File: src/rtl/instruction_fetch_controller_if.sv
// ----------------------------------------------------------------------------
// instruction_fetch_controller_if
//   Bundles the three handshaked buses of the fetch controller:
//     - instruction memory read port (imem_address / imem_instruction)
//     - decode-side FIFO head (if_valid / if_ready / if_instruction / if_pc)
//     - debug read port (dbg_req / dbg_addr / dbg_ack / dbg_data)
//   master : the fetch controller
//   slave  : the surrounding system (memory, decode stage, debugger)
// ----------------------------------------------------------------------------
interface instruction_fetch_controller_if;
    logic [31:0] imem_address;
    logic [31:0] imem_instruction;

    logic        if_valid;
    logic        if_ready;
    logic [31:0] if_instruction;
    logic [31:0] if_pc;

    logic        dbg_req;
    logic [31:0] dbg_addr;
    logic        dbg_ack;
    logic [31:0] dbg_data;

    modport master (
        output imem_address,
        input  imem_instruction,
        output if_valid,
        input  if_ready,
        output if_instruction,
        output if_pc,
        input  dbg_req,
        input  dbg_addr,
        output dbg_ack,
        output dbg_data
    );

    modport slave (
        input  imem_address,
        output imem_instruction,
        input  if_valid,
        output if_ready,
        input  if_instruction,
        input  if_pc,
        output dbg_req,
        output dbg_addr,
        input  dbg_ack,
        input  dbg_data
    );
endinterface

File: src/rtl/instruction_fetch_controller.sv
// ----------------------------------------------------------------------------
// instruction_fetch_controller
//   Owns the program counter and sequences a combinational single-port
//   instruction memory. Fetched words go into a 2-entry FIFO toward decode.
//   Branch redirects flush the FIFO and reload the PC; halt stops fetching.
//   A debug read port shares the memory port through an arbiter that lets
//   fetch win until the debugger has waited DBG_MAX_WAIT cycles.
//
// Ports
//   clk, rst        : clock, synchronous active-high reset
//   bus (master)    : imem read port, decode FIFO head, debug read port
//   redirect_valid  : 1-cycle redirect pulse, target in redirect_pc
//   halt            : level, stops fetch issue while high
//   misaligned_err  : sticky, set by a redirect target with [1:0] != 0
// ----------------------------------------------------------------------------
module instruction_fetch_controller #(
    parameter logic [31:0] RESET_PC     = 32'h0000_0000,
    parameter int unsigned DBG_MAX_WAIT = 4
) (
    input  logic                            clk,
    input  logic                            rst,
    instruction_fetch_controller_if.master  bus,
    input  logic                            redirect_valid,
    input  logic [31:0]                     redirect_pc,
    input  logic                            halt,
    output logic                            misaligned_err
);

    localparam int unsigned WAIT_W = (DBG_MAX_WAIT < 1) ? 1 : $clog2(DBG_MAX_WAIT + 1);

    typedef enum logic [1:0] {
        S_RESET,
        S_RUN,
        S_HALTED
    } state_e;

    state_e            state_q, state_d;
    logic [31:0]       pc_q, pc_d;
    logic [31:0]       fifo_pc_q  [2];
    logic [31:0]       fifo_pc_d  [2];
    logic [31:0]       fifo_ins_q [2];
    logic [31:0]       fifo_ins_d [2];
    logic              rd_ptr_q, rd_ptr_d;
    logic              wr_ptr_q, wr_ptr_d;
    logic [1:0]        count_q, count_d;
    logic [WAIT_W-1:0] wait_q, wait_d;
    logic              dbg_ack_q, dbg_ack_d;
    logic [31:0]       dbg_data_q, dbg_data_d;
    logic              misaligned_q, misaligned_d;

    logic head_valid;
    logic deq;
    logic fetch_want;
    logic dbg_grant;
    logic fetch;

    // NOTE: every signal assigned in always_comb gets a default first, so no
    // path leaves it unassigned and no latch is inferred.
    always_comb begin
        head_valid = (count_q != 2'd0);
        deq        = head_valid && bus.if_ready;
        // A dequeue in the same cycle frees a slot, so a full FIFO can still fetch.
        fetch_want = (state_q == S_RUN) && !redirect_valid && ((count_q != 2'd2) || deq);
        // Debug wins whenever fetch is idle, or steals the port once starved.
        dbg_grant  = bus.dbg_req && !dbg_ack_q
                     && (!fetch_want || (wait_q == WAIT_W'(DBG_MAX_WAIT)));
        fetch      = fetch_want && !dbg_grant;

        state_d      = state_q;
        pc_d         = pc_q;
        fifo_pc_d    = fifo_pc_q;
        fifo_ins_d   = fifo_ins_q;
        rd_ptr_d     = rd_ptr_q;
        wr_ptr_d     = wr_ptr_q;
        count_d      = count_q;
        wait_d       = wait_q;
        dbg_ack_d    = dbg_grant;
        dbg_data_d   = dbg_data_q;
        misaligned_d = misaligned_q;

        unique case (state_q)
            S_RESET:  state_d = halt ? S_HALTED : S_RUN;
            S_RUN:    if (halt)  state_d = S_HALTED;
            S_HALTED: if (!halt) state_d = S_RUN;
            default:  state_d = S_RESET;
        endcase

        if (fetch) begin
            fifo_pc_d[wr_ptr_q]  = pc_q;
            fifo_ins_d[wr_ptr_q] = bus.imem_instruction;
        end

        if (redirect_valid) begin
            // Flush wins over any same-cycle enqueue/dequeue bookkeeping.
            rd_ptr_d     = 1'b0;
            wr_ptr_d     = 1'b0;
            count_d      = 2'd0;
            pc_d         = {redirect_pc[31:2], 2'b00};
            misaligned_d = misaligned_q || (redirect_pc[1:0] != 2'b00);
        end else begin
            if (fetch) begin
                wr_ptr_d = ~wr_ptr_q;
                pc_d     = pc_q + 32'd4;
            end
            if (deq) begin
                rd_ptr_d = ~rd_ptr_q;
            end
            count_d = count_q + 2'(fetch) - 2'(deq);
        end

        if (dbg_grant) begin
            dbg_data_d = bus.imem_instruction;
            wait_d     = '0;
        end else if (bus.dbg_req && !dbg_ack_q && (wait_q != WAIT_W'(DBG_MAX_WAIT))) begin
            wait_d = wait_q + 1'b1;
        end
    end

    // NOTE: sequential state uses non-blocking assignments so every flop
    // samples pre-edge values regardless of statement order.
    always_ff @(posedge clk) begin
        if (rst) begin
            state_q      <= S_RESET;
            pc_q         <= RESET_PC;
            rd_ptr_q     <= 1'b0;
            wr_ptr_q     <= 1'b0;
            count_q      <= 2'd0;
            wait_q       <= '0;
            dbg_ack_q    <= 1'b0;
            dbg_data_q   <= 32'h0;
            misaligned_q <= 1'b0;
        end else begin
            state_q      <= state_d;
            pc_q         <= pc_d;
            rd_ptr_q     <= rd_ptr_d;
            wr_ptr_q     <= wr_ptr_d;
            count_q      <= count_d;
            wait_q       <= wait_d;
            dbg_ack_q    <= dbg_ack_d;
            dbg_data_q   <= dbg_data_d;
            misaligned_q <= misaligned_d;
        end
    end

    // NOTE: FIFO storage is deliberately not reset; the head outputs are
    // gated by if_valid, so stale contents can never reach decode.
    always_ff @(posedge clk) begin
        fifo_pc_q  <= fifo_pc_d;
        fifo_ins_q <= fifo_ins_d;
    end

    assign bus.imem_address   = dbg_grant ? bus.dbg_addr : pc_q;
    assign bus.if_valid       = head_valid;
    assign bus.if_pc          = head_valid ? fifo_pc_q[rd_ptr_q]  : 32'h0;
    assign bus.if_instruction = head_valid ? fifo_ins_q[rd_ptr_q] : 32'h0;
    assign bus.dbg_ack        = dbg_ack_q;
    assign bus.dbg_data       = dbg_data_q;
    assign misaligned_err     = misaligned_q;

endmodule

File: src/flat_wrapper.sv
// flat-port wrapper written by rule: the top's interface ports become plain ports
module instruction_fetch_controller_flat 
#(
    parameter logic [31:0] RESET_PC     = 32'h0000_0000,
    parameter int unsigned DBG_MAX_WAIT = 4
)
  (clk, rst, redirect_valid, redirect_pc, halt, misaligned_err, bus_imem_address, bus_imem_instruction, bus_if_valid, bus_if_ready, bus_if_instruction, bus_if_pc, bus_dbg_req, bus_dbg_addr, bus_dbg_ack, bus_dbg_data);
  instruction_fetch_controller_if bus_i ();
  input  logic clk;
  input  logic rst;
  input  logic redirect_valid;
  input  logic [31:0] redirect_pc;
  input  logic halt;
  output logic misaligned_err;
  output wire logic [$bits(bus_i.imem_address)-1:0] bus_imem_address;
  input wire logic [$bits(bus_i.imem_instruction)-1:0] bus_imem_instruction;
  output wire logic [$bits(bus_i.if_valid)-1:0] bus_if_valid;
  input wire logic [$bits(bus_i.if_ready)-1:0] bus_if_ready;
  output wire logic [$bits(bus_i.if_instruction)-1:0] bus_if_instruction;
  output wire logic [$bits(bus_i.if_pc)-1:0] bus_if_pc;
  input wire logic [$bits(bus_i.dbg_req)-1:0] bus_dbg_req;
  input wire logic [$bits(bus_i.dbg_addr)-1:0] bus_dbg_addr;
  output wire logic [$bits(bus_i.dbg_ack)-1:0] bus_dbg_ack;
  output wire logic [$bits(bus_i.dbg_data)-1:0] bus_dbg_data;
  assign bus_imem_address = bus_i.imem_address;
  assign bus_i.imem_instruction = bus_imem_instruction;
  assign bus_if_valid = bus_i.if_valid;
  assign bus_i.if_ready = bus_if_ready;
  assign bus_if_instruction = bus_i.if_instruction;
  assign bus_if_pc = bus_i.if_pc;
  assign bus_i.dbg_req = bus_dbg_req;
  assign bus_i.dbg_addr = bus_dbg_addr;
  assign bus_dbg_ack = bus_i.dbg_ack;
  assign bus_dbg_data = bus_i.dbg_data;
  instruction_fetch_controller #(.RESET_PC(RESET_PC), .DBG_MAX_WAIT(DBG_MAX_WAIT)) u_core (.clk(clk), .rst(rst), .bus(bus_i), .redirect_valid(redirect_valid), .redirect_pc(redirect_pc), .halt(halt), .misaligned_err(misaligned_err));
endmodule
File: config.mk
export PLATFORM = sky130hd
export DESIGN_NAME = instruction_fetch_controller_flat
export DESIGN_NICKNAME = d
export VERILOG_FILES = /design/src/rtl/instruction_fetch_controller_if.sv /design/src/rtl/instruction_fetch_controller.sv /design/src/flat_wrapper.sv
export SDC_FILE = /design/constraint.sdc
export NUM_CORES = 1
export LEC_CHECK = 0
export BUFFER_PORTS_ARGS = -buffer_cell sky130_fd_sc_hd__buf_2
export CORE_MARGIN = 5
export CORE_UTILIZATION = 49
export CTS_BUF_LIST = sky130_fd_sc_hd__clkbuf_8
export DETAILED_ROUTE_END_ITERATION = 7
export HOLD_SLACK_MARGIN = 0.06
export PLACE_DENSITY = 0.75
export SLEW_MARGIN = 5
export SYNTH_ARGS = -nofsm -noshare
export SYNTH_HDL_FRONTEND = slang
export SYNTH_SLANG_ARGS = --single-unit
File: constraint.sdc
create_clock -name clk -period 6.3 [get_ports clk]
set_input_delay 1.26 -clock clk [delete_from_list [all_inputs] [get_ports clk]]
set_output_delay 1.26 -clock clk [all_outputs]
set_load 0.005 [all_outputs]
==> results of run 1 <==
==> final timing paths <==
path | to | depth (start not counted) | from
worst max-delay path | bus_imem_address[23] | 7 | bus_if_ready
worst min-delay path | u_core.misaligned_err | 2 | u_core.misaligned_err
worst max register to register | u_core.fifo_ins_q[48] | 4 | u_core.state_q[0]
worst min register to register | u_core.misaligned_err | 2 | u_core.misaligned_err
==> cell families (layout without fill, tap and decap cells) <==
family / Yosys count / in the layout
AOI/OAI and AO/OA: 107 / 107
muxes: 66 / 66
adders and majority gates: 4 / 4
buffers and inverters: 73 / 289
and+or+nand+nor: 332 / 332
DFF: 197 / 197
other: 1 / 2
xor gates and xnor gates: 12 / 12
==> critical path, stage by stage <==
cell and delay (ns):
buf_2 0.12, or3b_1 0.46, nand3_1 0.19, and2_2 0.80, nand2_1 0.11, o21ai_0 0.11, buf_2 0.15
==> power by group through the flow <==
stage          sequential [mW]  combinational [mW]  clock (mW)
6_report                  1.45               0.228       0.880
5_1_grt                   1.45               0.256       0.950
4_1_cts                   1.45               0.230       0.899
3_5_place_dp              1.48               0.229           0
3_3_place_gp              1.48               0.223           0
2_1_floorplan             1.47               0.128           0
==> state kept, by name, summed over array words and instances, names as in the netlist <==
| register | count |
|---|---|
| u_core.wait_q | 3 |
| u_core.rd_ptr_q | 1 |
| u_core.pc_q | 30 |
| u_core.wr_ptr_q | 1 |
| u_core.state_q | 2 |
| u_core.bus.dbg_ack | 1 |
| u_core.fifo_ins_q | 64 |
| u_core.misaligned_err | 1 |
| u_core.count_q | 2 |
| u_core.bus.dbg_data | 32 |
| u_core.fifo_pc_q | 60 |
==> cells in the final DEF (no fill, tap or decap), types with 4 or more instances in the layout <==
| cell type | count |
|---|---|
| a21oi_1 | 52 |
| buf_4 | 5 |
| inv_6 | 4 |
| ha_1 | 4 |
| mux2i_1 | 65 |
| dfxtp_1 | 72 |
| nor2_1 | 85 |
| nor4_1 | 4 |
| o21ai_0 | 13 |
| a221oi_1 | 4 |
| a22oi_1 | 5 |
| xnor2_1 | 8 |
| nand4_1 | 13 |
| and3_1 | 8 |
| a31oi_1 | 10 |
| nand2_1 | 161 |
| o21a_1 | 6 |
| xor2_1 | 4 |
| inv_1 | 22 |
| buf_2 | 230 |
| nor2b_1 | 6 |
| nand3_1 | 12 |
| clkbuf_8 | 17 |
| nor3_1 | 15 |
| edfxtp_1 | 124 |
| bufinv_16 | 4 |
==> metrics by stage <==
stage	cell area [µm²]	setup WS, ns	utilization, %
2_1_floorplan	8510	1.17	-
4_1_cts	10200	1.82	59.3
3_3_place_gp	9750	1.89	56.8
3_5_place_dp	9750	1.82	56.8
6_report	10200	1.81	59.3
5_1_grt	10200	1.62	59.3
==> layout make-up <==
type | count | area [µm²]
Multi-Input combinational cell | 523 | 2990
Timing Repair Buffer | 236 | 1210
Clock buffer | 17 | 234
Fill cell | 1490 | 7000
Sequential cell | 197 | 5190
Tap cell | 225 | 282
Inverter | 22 | 82.6
Clock inverter | 14 | 199
==> per-layer routing <==
metal / up-vias / GRT usage [%]
li1: 3198 / -
met1: 3155 / 26.8
met2: 237 / 35.4
met3: 39 / 4.85
met4: 0 / 7.42
met5: - / 0
==> impl_metrics.env, run 1 <==
export IMPL_status="finished, final reports clean"
export IMPL_drive_above_1_share_pct=27.8
export IMPL_intPower_mw=1.94
export IMPL_hold_path_class="reg -> reg"
export IMPL_synth_compound_area_share_pct=7.76
export IMPL_drc=0
export IMPL_synth_simple_area_share_pct=17.4
export IMPL_clkPwrFrac_pct=34.4
export IMPL_pwr_share_comb_pct=8.9
export IMPL_grt_overflow=0
export IMPL_finalSetupViolCount=0
export IMPL_final_nets=1103
export IMPL_synth_edff_count=124
export IMPL_synthXorXnorAreaFrac_pct=1.23
export IMPL_clk_transition_reported_paths_ns=0.09
export IMPL_die_area_um2=20100
export IMPL_grt_max_degree=73
export IMPL_initial_core_util_pct=49.5
export IMPL_synth_seq_cells=197
export IMPL_synth_cells=792
export IMPL_drv_slew=0
export IMPL_synth_area_um2=8510
export IMPL_dr_wl_met3_um=1450
export IMPL_tightest_slew_ns=1.17
export IMPL_p_per_area_nw_per_um2=251
export IMPL_layout_cells_non_filler=1234
export IMPL_area_growth_pct=19.6
export IMPL_cts_root_buf="clkbuf_8"
export IMPL_grt_pass1_vias=6531
export IMPL_synth_largest_area_cell="edfxtp_1"
export IMPL_worstPathArrival_ns=3.23
export IMPL_wirelength_um=21400
export IMPL_required_ns=5.04
export IMPL_period_share_pct=71.2
export IMPL_ff2ff_setup_slack_ns=3.25
export IMPL_synthAdderAreaFrac_pct=0.588
export IMPL_io_buffer_count=230
export IMPL_place_inst=1203
export IMPL_rsz0062_at_grt="false"
export IMPL_place_gp_congestion=0.812
export IMPL_drt_initial_drc_count=398
export IMPL_clock_sinks=197
export IMPL_cts_tree="built"
export IMPL_cts_buffer_depth=2
export IMPL_p_sw_uw=613
export IMPL_relSlewSlack_pct=22.0
export IMPL_finalSetupTns_ns=0
export IMPL_finalClockSkew_ns=0.0111
export IMPL_hold_viol_final=0
export IMPL_p_leak_nw=4.13
export IMPL_htreeDepth=4
export IMPL_dr_pass1_iters=5
export IMPL_core_um2=17200
export IMPL_cts_resized_gates=0
export IMPL_met2WireLength_um=10600
export IMPL_hold_slack_ns=0.451
export IMPL_synth_distinct_cells=55
export IMPL_avgSynthCellArea_um2=10.7
export IMPL_synthTopCellsByCount="nand2_1, edfxtp_1, nor2_1"
export IMPL_met1Wirelength_um=8960
export IMPL_yosysWarnings=0
export IMPL_p_seq_share_pct=56.7
export IMPL_synth_async_reset_ratio_pct=0
export IMPL_holdBufCountCts=0
export IMPL_top_layer="met4"
export IMPL_synth_area_top_cells="edfxtp_1, dfxtp_1, mux2i_1, nand2_1, nor2_1"
export IMPL_core_rowCount=48
export IMPL_finalPower_mw=2.56
export IMPL_die_w_um=142
export IMPL_crit_type="in -> out"
export IMPL_ys_flop_type="edfxtp_1"
export IMPL_fmax_mhz=223
export IMPL_ir_drop_mv=0.139
export IMPL_yosysSeqAreaShare_pct=60.9
export IMPL_critPathMaxFanout=47
export IMPL_antenna_cells=0
export IMPL_grt_usage_pct=21.1
export IMPL_antenna_found_initial=0
export IMPL_worstSetupEndpointType="output pin"
export IMPL_grt_pass1_wl_um=33500
export IMPL_synth_top_cell_area_share_pct=43.8
export IMPL_numCtsBuffers=17
export IMPL_synth_top_family_by_area="simple AND/OR/NAND/NOR gates"
export IMPL_viasPerCell=5.37
export IMPL_fp_dieH_um=142
export IMPL_insertion_delay_ns=0.45
export IMPL_ant_nets=0
export IMPL_vias=6629
export IMPL_hpwl_um=14100
export IMPL_switching_share_pct=24.0
export IMPL_maxCapViolCount=0
export IMPL_period_needed_ns=4.49
export IMPL_io_pins=233
export IMPL_synth_area_mux_share_pct=7.78
export IMPL_cts_setup_buffers=0
export IMPL_wl_per_cell_um=17.4
export IMPL_cp_start_kind="primary input"
export IMPL_synth_most_common_cell="nand2_1"
(Power assumes the default switching activity.)
==> run 2: changes to the inputs <==
Settings changed: ABC_AREA set to 1, PLACE_DENSITY 0.75 to 0.78.
Clock period 6.3 ns to 3.8 ns, I/O delays scaled along.
==> run 2 against run 1 <==
Compared with the run above:
- design area rose by 2.4%
- non-clock buffer count rose by 6
- synthesized cell count rose by 23%
- global-route usage is 0.82 points higher
- synthesized area increased by 1.9%
- routed wire length rose by 5.0%
- core utilization increased by 0.80 points
- combinational power rose by 74%
- hold slack improved by 0.017 ns
- die area increased by 1.8%
- highest routed layer unchanged
==> impl_metrics.env, run 2 <==
export IMPL_clock_sinks=197
export IMPL_synthAdderAreaFrac_pct=0.577
export IMPL_place_ws_ns=0.649
export IMPL_reg2reg_to="u_core.pc_q[14]"
export IMPL_numCtsBuffers=17
export IMPL_io_buffer_count=230
export IMPL_cts_tree="built"
export IMPL_ff2ff_setup_slack_ns=1.61
export IMPL_finalSetupTns_ns=0
export IMPL_p_seq_share_pct=57.9
export IMPL_pwr_share_comb_pct=9.5
export IMPL_grt_usage_pct=21.9
export IMPL_die_area_um2=20500
export IMPL_synthTopCellsByCount="nand2_1, edfxtp_1, a21oi_1"
export IMPL_grt_max_degree=65
export IMPL_status="finished, final reports clean"
export IMPL_insertion_delay_ns=0.47
export IMPL_synth_cells=977
export IMPL_ir_drop_mv=0.237
export IMPL_drc=0
export IMPL_required_ns=3.04
export IMPL_wirelength_um=22500
export IMPL_period_needed_ns=3.14
export IMPL_ys_flop_type="edfxtp_1"
export IMPL_worst_slack_ns=0.662
export IMPL_finalPower_mw=4.15
export IMPL_synth_edff_count=124
export IMPL_synth_top_cell_area_share_pct=42.9
export IMPL_fp_dieH_um=143
export IMPL_synth_seq_cells=197
export IMPL_cp_startpoint="redirect_valid"
export IMPL_period_share_pct=82.6
export IMPL_maxCapViolCount=0
export IMPL_worstSetupEndpointType="output pin"
export IMPL_area_growth_pct=20.2
export IMPL_rsz0062_at_grt="false"
export IMPL_synth_async_reset_ratio_pct=0
export IMPL_drt_initial_drc_count=565
export IMPL_hpwl_um=15600
export IMPL_mostFrequentLayoutCells="nand2_1, buf_2, edfxtp_1"
export IMPL_worstHoldStart="u_core.misaligned_err"
export IMPL_hold_path_class="reg -> reg"
export IMPL_yosysSeqAreaShare_pct=59.8
export IMPL_cts_root_buf="clkbuf_8"
export IMPL_io_pins=233
export IMPL_place_gp_congestion=0.864
export IMPL_worstReg2RegStart="u_core.wait_q[0]"
export IMPL_grt_pass1_wl_um=35300
export IMPL_crit_type="in -> out"
export IMPL_critical_path_cell_chain="buf_2 > nor2_2 > nand3_1 > nand2_2 > inv_2 > nand2_1 > o21ai_0 > buf_2"
export IMPL_grt_pass1_vias=7022
export IMPL_final_common_cell="nand2_1"
export IMPL_synth_most_common_cell="nand2_1"
export IMPL_dr_wl_met3_um=1560
export IMPL_p_per_area_nw_per_um2=398
export IMPL_hold_viol_final=0
export IMPL_top_register="u_core.fifo_ins_q"
export IMPL_synthXorXnorAreaFrac_pct=1.21
export IMPL_finalClockSkew_ns=0.0125
export IMPL_largest_reg_flops=64
export IMPL_synth_top_family_by_area="simple AND/OR/NAND/NOR gates"
export IMPL_met2WireLength_um=11100
export IMPL_clkPwrFrac_pct=32.6
export IMPL_top_layer="met4"
export IMPL_final_nets=1295
export IMPL_synth_area_top_cells="edfxtp_1, dfxtp_1, nand2_1, a21oi_1, nand3_1"
export IMPL_synth_compound_area_share_pct=9.16
export IMPL_critPathMaxFanout=56
export IMPL_tightest_slew_ns=1.07
export IMPL_viasPerCell=5.16
export IMPL_crit_path_top_delay_cell="inv_2"
export IMPL_synth_area_mux_share_pct=0
export IMPL_synth_distinct_cells=33
export IMPL_intPower_mw=3.05
export IMPL_switching_share_pct=26.5
export IMPL_die_w_um=143
export IMPL_yosysWarnings=0
export IMPL_relSlewSlack_pct=29.0
export IMPL_cp_start_kind="primary input"
export IMPL_cts_setup_buffers=0
export IMPL_grt_overflow=0
export IMPL_htreeDepth=4
export IMPL_vias=7363
export IMPL_cts_resized_gates=0
export IMPL_holdBufCountCts=0
export IMPL_cts_buffer_depth=2
export IMPL_initial_core_util_pct=50.0
export IMPL_path_common_cell="buf_2"
export IMPL_finalSetupViolCount=0
export IMPL_critPathCapture="bus_imem_address[5]"
export IMPL_synth_simple_area_share_pct=23.9
export IMPL_r2r_cells=8
export IMPL_met1Wirelength_um=9320
export IMPL_p_leak_nw=4.65
export IMPL_fmax_mhz=319
export IMPL_ant_nets=0
export IMPL_synth_area_um2=8670
export IMPL_core_rowCount=48
export IMPL_antenna_found_initial=1
export IMPL_hold_slack_ns=0.468
export IMPL_critical_path_max_stage_delay_ns=0.55
export IMPL_wl_per_cell_um=15.8
export IMPL_synth_largest_area_cell="edfxtp_1"
export IMPL_worstPathArrival_ns=2.38
export IMPL_drive_above_1_share_pct=24.9
export IMPL_core_um2=17400
export IMPL_clk_transition_reported_paths_ns=0.11
export IMPL_p_sw_mw=1.10
export IMPL_dr_pass1_iters=4
export IMPL_drv_slew=0
export IMPL_avgSynthCellArea_um2=8.88
-- run 2: how the worst min path moves through the flow --
stage	slack, ns	cells after the start	to
floorplan	0.45	2	u_core.misaligned_err
global placement	0.44	2	u_core.misaligned_err
detailed placement	0.45	2	u_core.misaligned_err
CTS	0.46	1	u_core.fifo_ins_q[13]
global route	0.45	1	u_core.fifo_ins_q[14]
finish	0.47	2	u_core.misaligned_err
-- run 2: per-stage QoR --
step	cells	util (%)	instance area, µm²
after floorplan	978	-	8680
after global placement	1395	57.8	10000
after detailed placement	1395	57.8	10000
after CTS	1427	60.1	10400
after global routing	1428	60.1	10400
final	1428	60.1	10400
-- run 2: metal layers --
metal	up-vias	GRT usage, %
met1	3435	27.6
met2	258	37.6
met3	39	4.25
li1	3631	-
met5	-	0
met4	0	7.90
-- run 2: logic make-up after synthesis --
logic type / after synthesis
DFF: 197
xor gates and xnor gates: 12
adders and majority gates: 4
and+or+nand+nor: 497
buffers and inverters: 114
AOI/OAI and AO/OA: 152
other: 1
-- run 2: layout make-up --
| cell class | instances | area (µm²) |
|---|---|---|
| inverters | 64 | 240 |
| well taps | 225 | 282 |
| fillers | 1506 | 6930 |
| repair buffers | 242 | 1270 |
| multi-input cells | 667 | 3050 |
| diodes | 1 | 2.50 |
| clock inverters | 15 | 163 |
| clock buffers | 17 | 234 |
| flip-flops and latches | 197 | 5190 |
-- run 2: critical path: cells and delay by family --
family                 cells  cell delay [ns]
AOI/OAI and AO/OA          1             0.12
buffers and inverters      3             1.08
and+or+nand+nor            4             0.39
-- run 2: power by group through the flow --
| stage | registers [mW] | clock network, mW | logic [mW] |
|---|---|---|---|
| after floorplan | 2.44 | 0 | 0.209 |
| after global placement | 2.44 | 0 | 0.386 |
| after detailed placement | 2.45 | 0 | 0.397 |
| after CTS | 2.40 | 1.37 | 0.399 |
| after global routing | 2.41 | 1.46 | 0.447 |
| final | 2.40 | 1.35 | 0.396 |
